==> src/rtl/alu_pkg.sv <==
`default_nettype none
// ============================================================================
//  Module      : alu_pkg
//  Description : Shared types for the sequential ALU: opcodes, FSM states
//                and the status-flag bundle.
//  Revision    : 1.0 - initial release
// ============================================================================
package alu_pkg;

    typedef enum logic [2:0] {
        OP_AND = 3'd0,
        OP_OR  = 3'd1,
        OP_XOR = 3'd2,
        OP_ADD = 3'd3,
        OP_SUB = 3'd4,
        OP_SHL = 3'd5,
        OP_SHR = 3'd6,
        OP_MUL = 3'd7
    } op_e;

    typedef enum logic [0:0] {
        IDLE = 1'b0,
        MUL  = 1'b1
    } state_e;

    // Packed so the bundle reads as {carry, ovf, neg, zero} on the bus.
    typedef struct packed {
        logic carry;
        logic ovf;
        logic neg;
        logic zero;
    } flags_t;

endpackage
`default_nettype wire

==> src/rtl/alu_seq_if.sv <==
`default_nettype none
// ============================================================================
//  Module      : alu_seq_if
//  Description : Issue/result bus of the sequential ALU. The master is the
//                operand-issue / result-consumer side, the slave is the ALU.
//  Revision    : 1.0 - initial release
// ============================================================================
interface alu_seq_if #(
    parameter int WIDTH = 8
);
    import alu_pkg::*;

    logic             in_valid;
    logic             in_ready;
    logic [WIDTH-1:0] a;
    logic [WIDTH-1:0] b;
    op_e              op;
    logic             out_valid;
    logic             out_ready;
    logic [WIDTH-1:0] result;
    flags_t           flags;
    logic             busy;

    modport master (
        output in_valid, a, b, op, out_ready,
        input  in_ready, out_valid, result, flags, busy
    );

    modport slave (
        input  in_valid, a, b, op, out_ready,
        output in_ready, out_valid, result, flags, busy
    );

endinterface
`default_nettype wire

==> src/rtl/alu_mul_iter.sv <==
`default_nettype none
// ============================================================================
//  Module      : alu_mul_iter
//  Description : Iterative shift-add multiplier. Consumes one multiplier bit
//                per cycle for WIDTH cycles. done is raised during the final
//                step and product already includes that step's addend.
//  Revision    : 1.0 - initial release
// ============================================================================
module alu_mul_iter #(
    parameter int WIDTH = 8
) (
    input  wire logic                 clk,
    input  wire logic                 rst_n,
    input  wire logic                 start,
    input  wire logic [WIDTH-1:0]     a,
    input  wire logic [WIDTH-1:0]     b,
    output logic                      done,
    output logic [2*WIDTH-1:0]        product
);

    localparam int CW = $clog2(WIDTH);
    localparam logic [CW-1:0] c_cnt_last = CW'(WIDTH - 1);

    logic                 r_run;
    logic [CW-1:0]        r_cnt;
    logic [2*WIDTH-1:0]   r_mcand;
    logic [WIDTH-1:0]     r_mplier;
    logic [2*WIDTH-1:0]   r_acc;
    logic [2*WIDTH-1:0]   w_acc_next;

    // Accumulator after adding the multiplicand for the current multiplier bit.
    assign w_acc_next = r_acc + (r_mplier[0] ? r_mcand : '0);

    assign done    = r_run && (r_cnt == c_cnt_last);
    assign product = w_acc_next;

    // Capture operands on start, then shift one multiplier bit per cycle.
    always_ff @(posedge clk or negedge rst_n) begin
        if (!rst_n) begin
            r_run    <= 1'b0;
            r_cnt    <= '0;
            r_mcand  <= '0;
            r_mplier <= '0;
            r_acc    <= '0;
        end else if (start) begin
            r_run    <= 1'b1;
            r_cnt    <= '0;
            r_mcand  <= {{WIDTH{1'b0}}, a};
            r_mplier <= b;
            r_acc    <= '0;
        end else if (r_run) begin
            r_acc    <= w_acc_next;
            r_mcand  <= r_mcand << 1;
            r_mplier <= r_mplier >> 1;
            if (r_cnt == c_cnt_last) begin
                r_run <= 1'b0;
                r_cnt <= '0;
            end else begin
                r_cnt <= r_cnt + CW'(1);
            end
        end
    end

endmodule
`default_nettype wire

==> src/rtl/alu_seq.sv <==
`default_nettype none
// ============================================================================
//  Module      : alu_seq
//  Description : Registered parametrised ALU with valid/ready handshakes on
//                both sides. Single-cycle ops complete in one edge; MUL is
//                delegated to an iterative multiplier. One op in flight.
//  Revision    : 1.0 - initial release
// ============================================================================
module alu_seq
    import alu_pkg::*;
#(
    parameter int WIDTH = 8,
    parameter int SHW   = $clog2(WIDTH)
) (
    input  wire logic  clk,
    input  wire logic  rst_n,
    alu_seq_if.slave   bus
);

    state_e             r_state;
    logic               r_out_valid;
    logic [WIDTH-1:0]   r_result;
    flags_t             r_flags;
    logic               r_busy;

    logic               w_in_ready;
    logic               w_accept;
    logic               w_xfer;
    logic               w_mul_start;
    logic               w_mul_done;
    logic [2*WIDTH-1:0] w_product;

    logic [WIDTH:0]     w_sum;
    logic [WIDTH:0]     w_diff;
    logic [WIDTH:0]     w_shl;
    logic [WIDTH:0]     w_shr;
    logic [SHW-1:0]     w_shamt;
    logic [WIDTH-1:0]   w_res;
    flags_t             w_flags;
    flags_t             w_mul_flags;

    assign w_in_ready  = (r_state == IDLE) && (!r_out_valid || bus.out_ready);
    assign w_accept    = bus.in_valid && w_in_ready;
    assign w_xfer      = r_out_valid && bus.out_ready;
    assign w_mul_start = w_accept && (bus.op == OP_MUL);

    assign bus.in_ready  = w_in_ready;
    assign bus.out_valid = r_out_valid;
    assign bus.result    = r_result;
    assign bus.flags     = r_flags;
    assign bus.busy      = r_busy;

    // Add/sub carry one extra bit so carry/borrow fall out of the MSB.
    assign w_sum   = {1'b0, bus.a} + {1'b0, bus.b};
    assign w_diff  = {1'b0, bus.a} - {1'b0, bus.b};
    assign w_shamt = bus.b[SHW-1:0];
    // The extra bit catches the last bit shifted out; a zero shift leaves it 0.
    assign w_shl   = {1'b0, bus.a} << w_shamt;
    assign w_shr   = {bus.a, 1'b0} >> w_shamt;

    alu_mul_iter #(
        .WIDTH (WIDTH)
    ) u_mul (
        .clk     (clk),
        .rst_n   (rst_n),
        .start   (w_mul_start),
        .a       (bus.a),
        .b       (bus.b),
        .done    (w_mul_done),
        .product (w_product)
    );

    // Flags for a completing multiply; carry marks a truncated upper half.
    always_comb begin
        w_mul_flags       = '0;
        w_mul_flags.carry = |w_product[2*WIDTH-1:WIDTH];
        w_mul_flags.neg   = w_product[WIDTH-1];
        w_mul_flags.zero  = (w_product[WIDTH-1:0] == '0);
    end

    // Single-cycle datapath: result and flags for the op on the input bus.
    always_comb begin
        w_res   = '0;
        w_flags = '0;
        case (bus.op)
            OP_AND: w_res = bus.a & bus.b;
            OP_OR:  w_res = bus.a | bus.b;
            OP_XOR: w_res = bus.a ^ bus.b;
            OP_ADD: begin
                w_res         = w_sum[WIDTH-1:0];
                w_flags.carry = w_sum[WIDTH];
                w_flags.ovf   = (bus.a[WIDTH-1] == bus.b[WIDTH-1]) &&
                                (w_sum[WIDTH-1] != bus.a[WIDTH-1]);
            end
            OP_SUB: begin
                w_res         = w_diff[WIDTH-1:0];
                w_flags.carry = w_diff[WIDTH];
                w_flags.ovf   = (bus.a[WIDTH-1] != bus.b[WIDTH-1]) &&
                                (w_diff[WIDTH-1] != bus.a[WIDTH-1]);
            end
            OP_SHL: begin
                w_res         = w_shl[WIDTH-1:0];
                w_flags.carry = w_shl[WIDTH];
            end
            OP_SHR: begin
                w_res         = w_shr[WIDTH:1];
                w_flags.carry = w_shr[0];
            end
            default: w_res = '0;
        endcase
        w_flags.neg  = w_res[WIDTH-1];
        w_flags.zero = (w_res == '0);
    end

    // Control FSM with registered result, flags, valid and busy.
    always_ff @(posedge clk or negedge rst_n) begin
        if (!rst_n) begin
            r_state     <= IDLE;
            r_out_valid <= 1'b0;
            r_result    <= '0;
            r_flags     <= '0;
            r_busy      <= 1'b0;
        end else begin
            case (r_state)
                IDLE: begin
                    if (w_accept) begin
                        if (bus.op == OP_MUL) begin
                            r_state     <= MUL;
                            r_busy      <= 1'b1;
                            r_out_valid <= 1'b0;
                        end else begin
                            r_result    <= w_res;
                            r_flags     <= w_flags;
                            r_out_valid <= 1'b1;
                        end
                    end else if (w_xfer) begin
                        r_out_valid <= 1'b0;
                    end
                end
                MUL: begin
                    if (w_mul_done) begin
                        r_result    <= w_product[WIDTH-1:0];
                        r_flags     <= w_mul_flags;
                        r_out_valid <= 1'b1;
                        r_busy      <= 1'b0;
                        r_state     <= IDLE;
                    end
                end
                default: r_state <= IDLE;
            endcase
        end
    end

endmodule
`default_nettype wire

==> src/flat_wrapper.sv <==
// flat-port wrapper written by rule: the top's interface ports become plain ports
module alu_seq_flat import alu_pkg::*;
#(
    parameter int WIDTH = 8,
    parameter int SHW   = $clog2(WIDTH)
)
  (clk, rst_n, bus_in_valid, bus_a, bus_b, bus_op, bus_out_ready, bus_in_ready, bus_out_valid, bus_result, bus_flags, bus_busy);
  alu_seq_if #(.WIDTH(WIDTH)) bus_i ();
  input  wire logic clk;
  input  wire logic rst_n;
  input wire logic [$bits(bus_i.in_valid)-1:0] bus_in_valid;
  input wire logic [$bits(bus_i.a)-1:0] bus_a;
  input wire logic [$bits(bus_i.b)-1:0] bus_b;
  input wire logic [$bits(bus_i.op)-1:0] bus_op;
  input wire logic [$bits(bus_i.out_ready)-1:0] bus_out_ready;
  output wire logic [$bits(bus_i.in_ready)-1:0] bus_in_ready;
  output wire logic [$bits(bus_i.out_valid)-1:0] bus_out_valid;
  output wire logic [$bits(bus_i.result)-1:0] bus_result;
  output wire logic [$bits(bus_i.flags)-1:0] bus_flags;
  output wire logic [$bits(bus_i.busy)-1:0] bus_busy;
  assign bus_i.in_valid = bus_in_valid;
  assign bus_i.a = bus_a;
  assign bus_i.b = bus_b;
  assign bus_i.op = bus_op;
  assign bus_i.out_ready = bus_out_ready;
  assign bus_in_ready = bus_i.in_ready;
  assign bus_out_valid = bus_i.out_valid;
  assign bus_result = bus_i.result;
  assign bus_flags = bus_i.flags;
  assign bus_busy = bus_i.busy;
  alu_seq #(.WIDTH(WIDTH), .SHW(SHW)) u_core (.clk(clk), .rst_n(rst_n), .bus(bus_i));
endmodule
==> config.mk <==
export PLATFORM = sky130hd
export DESIGN_NAME = alu_seq_flat
export DESIGN_NICKNAME = d
export VERILOG_FILES = /design/src/rtl/alu_pkg.sv /design/src/rtl/alu_seq_if.sv /design/src/rtl/alu_mul_iter.sv /design/src/rtl/alu_seq.sv /design/src/flat_wrapper.sv
export SDC_FILE = /design/constraint.sdc
export NUM_CORES = 1
export LEC_CHECK = 0
export BUFFER_PORTS_ARGS = -buffer_cell sky130_fd_sc_hd__buf_4
export CORE_ASPECT_RATIO = 0.7
export CORE_MARGIN = 4
export CORE_UTILIZATION = 30
export CTS_CLUSTER_SIZE = 8
export DETAILED_ROUTE_END_ITERATION = 10
export GPL_ROUTABILITY_DRIVEN = 0
export GPL_TIMING_DRIVEN = 1
export HOLD_SLACK_MARGIN = 0.03
export PLACE_DENSITY = 0.51
export SETUP_SLACK_MARGIN = 0.4
export SYNTH_ARGS = -nofsm -noshare
export SYNTH_HDL_FRONTEND = slang
export SYNTH_SLANG_ARGS = --single-unit
export TNS_END_PERCENT = 20
==> constraint.sdc <==
create_clock -name clk -period 3.4 [get_ports clk]
set_input_delay 0.34 -clock clk [delete_from_list [all_inputs] [get_ports clk]]
set_output_delay 0.34 -clock clk [all_outputs]
set_load 0.02 [all_outputs]
==> flow_metrics.tcl, run 1 <==
set metrics [dict create \
    grt_overflow 0 \
    crit_required_ns 3.59 \
    grt_util_met3_pct 5.11 \
    worst_path_max_delay_cell "dfrtp_2" \
    reg2regPathDepth 11 \
    finalHoldViolCount 0 \
    avgSynthCellArea_um2 8.81 \
    h-tree-depth 3 \
    ir_drop_mv 0.423 \
    slew_viol_final 0 \
    antenna_found_initial 0 \
    dieArea_um2 19900 \
    clock_sinks 58 \
    clock_latency_ns 0.32 \
    syn_inst 603 \
    fill_cells 1801 \
    grt_pass1_wl_um 24700 \
    rrSetupSlack_ns 0.57 \
    root_buffer "clkbuf_16" \
    slowest_delay_ns 0.48 \
    die_h_um 119 \
    areaGrowthSynthToFinish_pct 13.4 \
    slew-limit-headroom_pct 48.5 \
    clock_skew_ns 0.00486 \
    drive_above_1_share_pct 14.2 \
    synth_area_um2 5310 \
    final_cells 856 \
    total_leakage_power_nw 2.76 \
    num_rows 40 \
    cp_num_buf_inv 2 \
    avgViaCountPerCell 5.50 \
    status "complete, no violations" \
    ys.flop_type "dfrtp_1" \
    drtIter0Drc 591 \
    crit_arrival_ns 3.02 \
    grtUsageMet1_pct 23.6 \
    crit_family "compound AO/OA/AOI/OAI gates" \
    cp_cell_sequence "buf_4 > nand2_1 > inv_1 > ha_1 > a21oi_1 > o2111ai_2 > a211oi_1 > o31ai_1 > xor2_1 > nor4_1 > a31oi_1" \
    timing.rr.start "u_core.u_mul.r_mplier[0]" \
    num_vias 4707 \
    max-cap-violations 0 \
    grt_max_degree 59 \
    cts_buffers 9 \
    synth_top_area_share_pct 27.3 \
    num_antenna_cells 0 \
    p_total_mw 4.25 \
    initial_core_util_pct 30.8 \
    postRouteAntennaNets 0 \
    met2_usage_pct 21.0 \
    fin_tns_setup_ns 0 \
    stdcell_area_um2 6020 \
    cts_tree "built" \
    period_minus_slack_ns 2.83 \
    regToRegEndpoint "u_core.bus.flags[3]" \
    hp-class "in -> async" \
    clock_path_buffers 2 \
    ys_top_cells_by_area "dfrtp_1 (27%), ha_1 (9.9%), mux2i_1 (8.7%)" \
    clk_pin_slew_ns 0.05 \
    dpl_cell_area_um2 5710 \
    fin_crit_sh_pct 83.3 \
    final_core_util_pct 34.9 \
    yosysUniqueCellTypes 76 \
    core_area_um2 17300 \
    port_buffers 37 \
    syn_nets 671 \
    totalWireLength_um 15600 \
    end_kind "register" \
    dr.pass1.iters 6 \
    ys_ff_latch 58 \
    critPathLaunchType "register" \
    ios 38 \
    nNetsFinal 689 \
    critical_path.max_fanout 12 \
    dp.cells 841 \
    fmax_mhz 353 \
    wl_per_cell_um 18.2 \
    place_ws_ns 0.362 \
    grt_use_total_pct 15.5 \
    finalWorstSetupSlack_ns 0.569 \
    die_w_um 167 \
    synth_edf_count 0 \
    rsz0062_at_grt "false" \
    tightest_slew_ns 0.772 \
    cts_setup_buffers 0 \
    yosys_warnings 0 \
    yosysSeqAreaShare_pct 27.3 \
    top_usage_layer "met1" \
    setup_viol 0 \
    drc 0 \
    dp_hpwl_um 11700 \
    power.density_nw_per_um2 706 \
    synthDominantAreaCellType "dfrtp_1" \
    fin_hold_ws_ns 0.0768 \
    async_flop_share_pct 100 \
    first_global_vias 4440 \
    critical_path_class "reg -> reg" \
]
==> routing by layer <==
metal,share of wire (%),wire [µm]
met5,0,0
met4,0.85,133
met3,8.5,1320
met2,40,6250
met1,50,7860
==> kinds of logic (layout without fill, tap and decap cells) <==
| family | Yosys count | count (layout) | share of synthesized area (%) |
|---|---|---|---|
| muxes | 59 | 59 | 13.3 |
| AOI/OAI and AO/OA | 160 | 160 | 20.7 |
| DFF | 58 | 58 | 27.3 |
| xor gates and xnor gates | 14 | 14 | 2.31 |
| adders and majority gates | 45 | 45 | 11.0 |
| buffers and inverters | 76 | 98 | 7.37 |
| and+or+nand+nor | 191 | 191 | 18.0 |
==> timing repair <==
item                       4_1_cts  5_1_grt
hold buffers                     0        0
resized for setup                0        7
setup endpoints to repair        0        5
==> synthesized netlist by cell type, types with 4 or more instances <==
| master | number |
|---|---|
| nor2_1 | 46 |
| inv_1 | 40 |
| a211oi_1 | 8 |
| a22oi_1 | 5 |
| buf_1 | 4 |
| and3_1 | 5 |
| dfrtp_1 | 58 |
| buf_2 | 5 |
| nor4_1 | 5 |
| xnor2_1 | 9 |
| nand2_1 | 55 |
| and2_1 | 16 |
| nand3_1 | 9 |
| ha_1 | 42 |
| mux4_2 | 5 |
| o2111ai_1 | 4 |
| nand2b_1 | 9 |
| o22ai_1 | 8 |
| mux2i_1 | 46 |
| nor3_1 | 14 |
| o21ai_0 | 43 |
| or3_1 | 8 |
| a21oi_1 | 28 |
| clkbuf_8 | 7 |
| o211ai_1 | 6 |
| nor2b_1 | 5 |
| clkbuf_1 | 15 |
| a21o_1 | 4 |
| o21bai_1 | 4 |
| mux2_2 | 5 |
| xor2_1 | 5 |
==> registers in the layout, indices dropped and copies added (netlist names) <==
name,cells
u_core.bus.busy,1
u_core.u_mul.r_acc,16
u_core.bus.flags,3
u_core.u_mul.r_mplier,8
u_core.bus.out_valid,1
u_core.u_mul.r_cnt,3
u_core.u_mul.r_run,1
u_core.bus.result,8
u_core.r_state,1
u_core.u_mul.r_mcand,16
==> final cells by class <==
class | count | area [µm²] | area share [%]
clock buffer | 12 | 246 | 4.09
inverter | 40 | 150 | 2.49
sequential | 58 | 1450 | 24.1
timing repair buffer | 43 | 335 | 5.57
tap | 231 | 289 | 4.80
multi-input combinational | 469 | 3510 | 58.3
clock inverter | 3 | 40.0 | 0.665
==> how the worst max path moves through the flow <==
stage                        startpoint                   end  cells past startpoint
3_5_place_dp                   bus_b[1]  u_core.bus.result[5]                      9
6_report       u_core.u_mul.r_mplier[0]   u_core.bus.flags[3]                     11
3_3_place_gp                   bus_b[1]  u_core.bus.result[5]                     10
5_1_grt        u_core.u_mul.r_mplier[0]   u_core.bus.flags[3]                     11
2_1_floorplan                  bus_b[1]   u_core.bus.flags[0]                     11
4_1_cts        u_core.u_mul.r_mplier[0]   u_core.bus.flags[3]                     11
==> where the power goes <==
group	internal (mW)	switching (mW)	total (mW)
Sequential	1.00	0.235	1.24
Combinational	0.886	1.25	2.14
Clock	0.580	0.297	0.876
Total	2.47	1.78	4.25
==> cells in the final DEF (no fill, tap or decap), types with 4 or more instances in the layout <==
| master | netlist | final |
|---|---|---|
| a211oi_1 | 8 | 8 |
| a21o_1 | 4 | 4 |
| a21oi_1 | 28 | 28 |
| a22oi_1 | 5 | 4 |
| and2_1 | 16 | 16 |
| and3_1 | 5 | 5 |
| buf_4 | 2 | 42 |
| clkbuf_16 | 0 | 9 |
| dfrtp_1 | 58 | 56 |
| ha_1 | 42 | 42 |
| inv_1 | 40 | 40 |
| mux2_2 | 5 | 5 |
| mux2i_1 | 46 | 46 |
| mux4_2 | 5 | 5 |
| nand2_1 | 55 | 55 |
| nand2b_1 | 9 | 9 |
| nand3_1 | 9 | 9 |
| nor2_1 | 46 | 45 |
| nor2b_1 | 5 | 5 |
| nor3_1 | 14 | 14 |
| nor4_1 | 5 | 5 |
| o211ai_1 | 6 | 6 |
| o21ai_0 | 43 | 43 |
| o21bai_1 | 4 | 4 |
| o22ai_1 | 8 | 8 |
| or3_1 | 8 | 8 |
| xnor2_1 | 9 | 9 |
| xor2_1 | 5 | 5 |
(Power assumes the default switching activity.)
==> run 2: changes to the inputs <==
==> constraint.sdc (replaced) <==
create_clock -name clk -period 2.8 [get_ports clk]
set_input_delay 0.28 -clock clk [delete_from_list [all_inputs] [get_ports clk]]
set_output_delay 0.28 -clock clk [all_outputs]
set_load 0.02 [all_outputs]
==> flow_metrics.tcl, run 2 (same netlist as run 1, synthesis figures left out) <==
set metrics [dict create \
    status "complete, no violations" \
    p_comb_share_pct 52.1 \
    die_h_um 119 \
    fill_cells 1762 \
    areaGrowthSynthToFinish_pct 19.8 \
    p_int_mw 3.20 \
    regToRegEndpoint "u_core.bus.flags[3]" \
    grt_use_total_pct 16.3 \
    hp-class "in -> async" \
    end_kind "register" \
    avgViaCountPerCell 5.46 \
    power.net_switching_mw 2.36 \
    period_minus_slack_ns 2.51 \
    num_rows 40 \
    dieArea_um2 19900 \
    tightest_slew_ns 0.846 \
    multi_input_comb_area_um2 3710 \
    worst_path_max_delay_cell "dfrtp_1" \
    dr.pass1.iters 6 \
    netSwitchingFraction_pct 42.4 \
    rsz0062_at_grt "true" \
    nNetsFinal 706 \
    clock_path_buffers 2 \
    num_vias 4769 \
    clock_latency_ns 0.34 \
    h-tree-depth 3 \
    initial_core_util_pct 30.8 \
    num_antenna_cells 0 \
    dp_hpwl_um 12000 \
    seq_area_um2 1450 \
    die_w_um 167 \
    place_ws_ns 0.0532 \
    drtIter0Drc 580 \
    port_buffers 37 \
    final_cell_mix "buf_4 (59), dfrtp_1 (57), nand2_1 (54), mux2i_1 (46), nor2_1 (44)" \
    grt_overflow 0 \
    totalWireLength_um 16100 \
    total_leakage_power_nw 2.85 \
    fin_tns_setup_ns 0 \
    wl_per_cell_um 18.5 \
    critPathLaunchType "register" \
    clock_sinks 58 \
    cp_cell_sequence "buf_6 > and2_1 > ha_4 > nor2b_2 > o31a_1 > o21a_1 > a311o_1 > a22oi_2 > nor3_1 > a31oi_1" \
    root_buffer "clkbuf_16" \
    core_area_um2 17300 \
    first_global_vias 4614 \
    grt_pass1_wl_um 26000 \
    top_regs "u_core.u_mul.r_acc x16, u_core.u_mul.r_mcand x16" \
    postRouteAntennaNets 0 \
    power.density_nw_per_um2 874 \
    antenna_found_initial 0 \
    final_core_util_pct 36.9 \
    ir_drop_mv 0.370 \
    critical_path.max_fanout 13 \
    grt_max_degree 59 \
    ios 38 \
    finalHoldViolCount 0 \
    seqPwrFrac_pct 27.2 \
    max-cap-violations 0 \
    slowest_delay_ns 0.38 \
    cts_buffers 9 \
    layout_commonest_cell "buf_4" \
    drive_above_1_share_pct 21.0 \
    fmax_mhz 399 \
    rrSetupSlack_ns 0.29 \
    clk_pin_slew_ns 0.06 \
    slew_viol_final 0 \
    clockPowerShare_pct 20.7 \
    cp-startpoint "u_core.u_mul.r_mplier[0]" \
    clock_skew_ns 0.0126 \
    crit_path_end "u_core.bus.flags[3]" \
    reg2regPathDepth 10 \
    crit_required_ns 3.05 \
    finalWorstSetupSlack_ns 0.291 \
    slew-limit-headroom_pct 43.2 \
    holdBufCountCts 0 \
    drc 0 \
    critical_path_class "reg -> reg" \
    setup_viol 0 \
    fin_crit_sh_pct 89.6 \
    timing.rr.start "u_core.u_mul.r_mplier[0]" \
    crit_arrival_ns 2.76 \
    cts_tree "built" \
]
==> run 2: cell count changes in the layout (fill, tap and decap cells not counted), moves of 2 or more <==
cell	previous run	this run
ha_1	42	34
inv_1	40	38
nor4_2	0	2
nor4_1	5	3
ha_4	0	7
a21oi_1	28	24
buf_4	42	59
a21oi_2	0	3
clkinvlp_4	0	3
==> run 2: how the worst min path moves through the flow <==
| stage | slack, ns | endpoint | start |
|---|---|---|---|
| 5_1_grt | 0.08 | u_core.u_mul.r_mcand[8] | rst_n |
| 3_5_place_dp | 0.40 | u_core.u_mul.r_mcand[8] | rst_n |
| 4_1_cts | 0.04 | u_core.u_mul.r_mcand[8] | rst_n |
| 6_report | 0.02 | u_core.u_mul.r_mcand[8] | rst_n |
| 2_1_floorplan | -0.02 | u_core.bus.busy | rst_n |
| 3_3_place_gp | 0.40 | u_core.u_mul.r_mcand[8] | rst_n |
==> run 2: layout make-up <==
| class | count | area share [%] |
|---|---|---|
| multi-input cells | 469 | 58.3 |
| flip-flops and latches | 58 | 22.8 |
| clock inverters | 4 | 0.786 |
| inverters | 40 | 2.42 |
| clock buffers | 12 | 4.03 |
| repair buffers | 60 | 7.14 |
| well taps | 231 | 4.54 |
==> run 2: metrics by stage <==
stage	instance area, µm²	hold WS [ns]	instances	power, mW
2_1_floorplan	5350	-0.0156	603	3.29
3_3_place_gp	5830	0.400	854	4.13
3_5_place_dp	5830	0.402	854	4.15
4_1_cts	6220	0.0416	870	5.43
5_1_grt	6360	0.0830	874	6.00
6_report	6360	0.0196	874	5.56
==> run 2: routing by layer <==
layer / track usage, % / up-vias / part of all wire [%]
li1: - / 2278 / -
met1: 25.7 / 2277 / 49
met2: 21.8 / 195 / 40
met3: 3.75 / 19 / 9.8
met4: 3.99 / 0 / 1.2
met5: 0 / - / 0
==> run 2: power groups by stage <==
stage / clock network (mW) / registers (mW) / logic [mW]
floorplan: 0 / 1.51 / 1.78
global placement: 0 / 1.51 / 2.62
detailed placement: 0 / 1.51 / 2.65
CTS: 1.18 / 1.51 / 2.75
global route: 1.22 / 1.57 / 3.21
finish: 1.15 / 1.51 / 2.90
==> run 2: worst max-delay path: cells and delay by family, from the launching register on <==
kind | cells | cell delay [ns]
compound gates | 5 | 1.21
fa+ha+maj | 1 | 0.25
buf+inv | 1 | 0.15
flops | 1 | 0.38
simple gates | 3 | 0.42
==> run 2: what timing repair did <==
item	in CTS	in global routing
resized for setup	18	20
setup endpoints to repair	7	14
buffers inserted	0	4
cloned	0	0
pin swaps	7	7
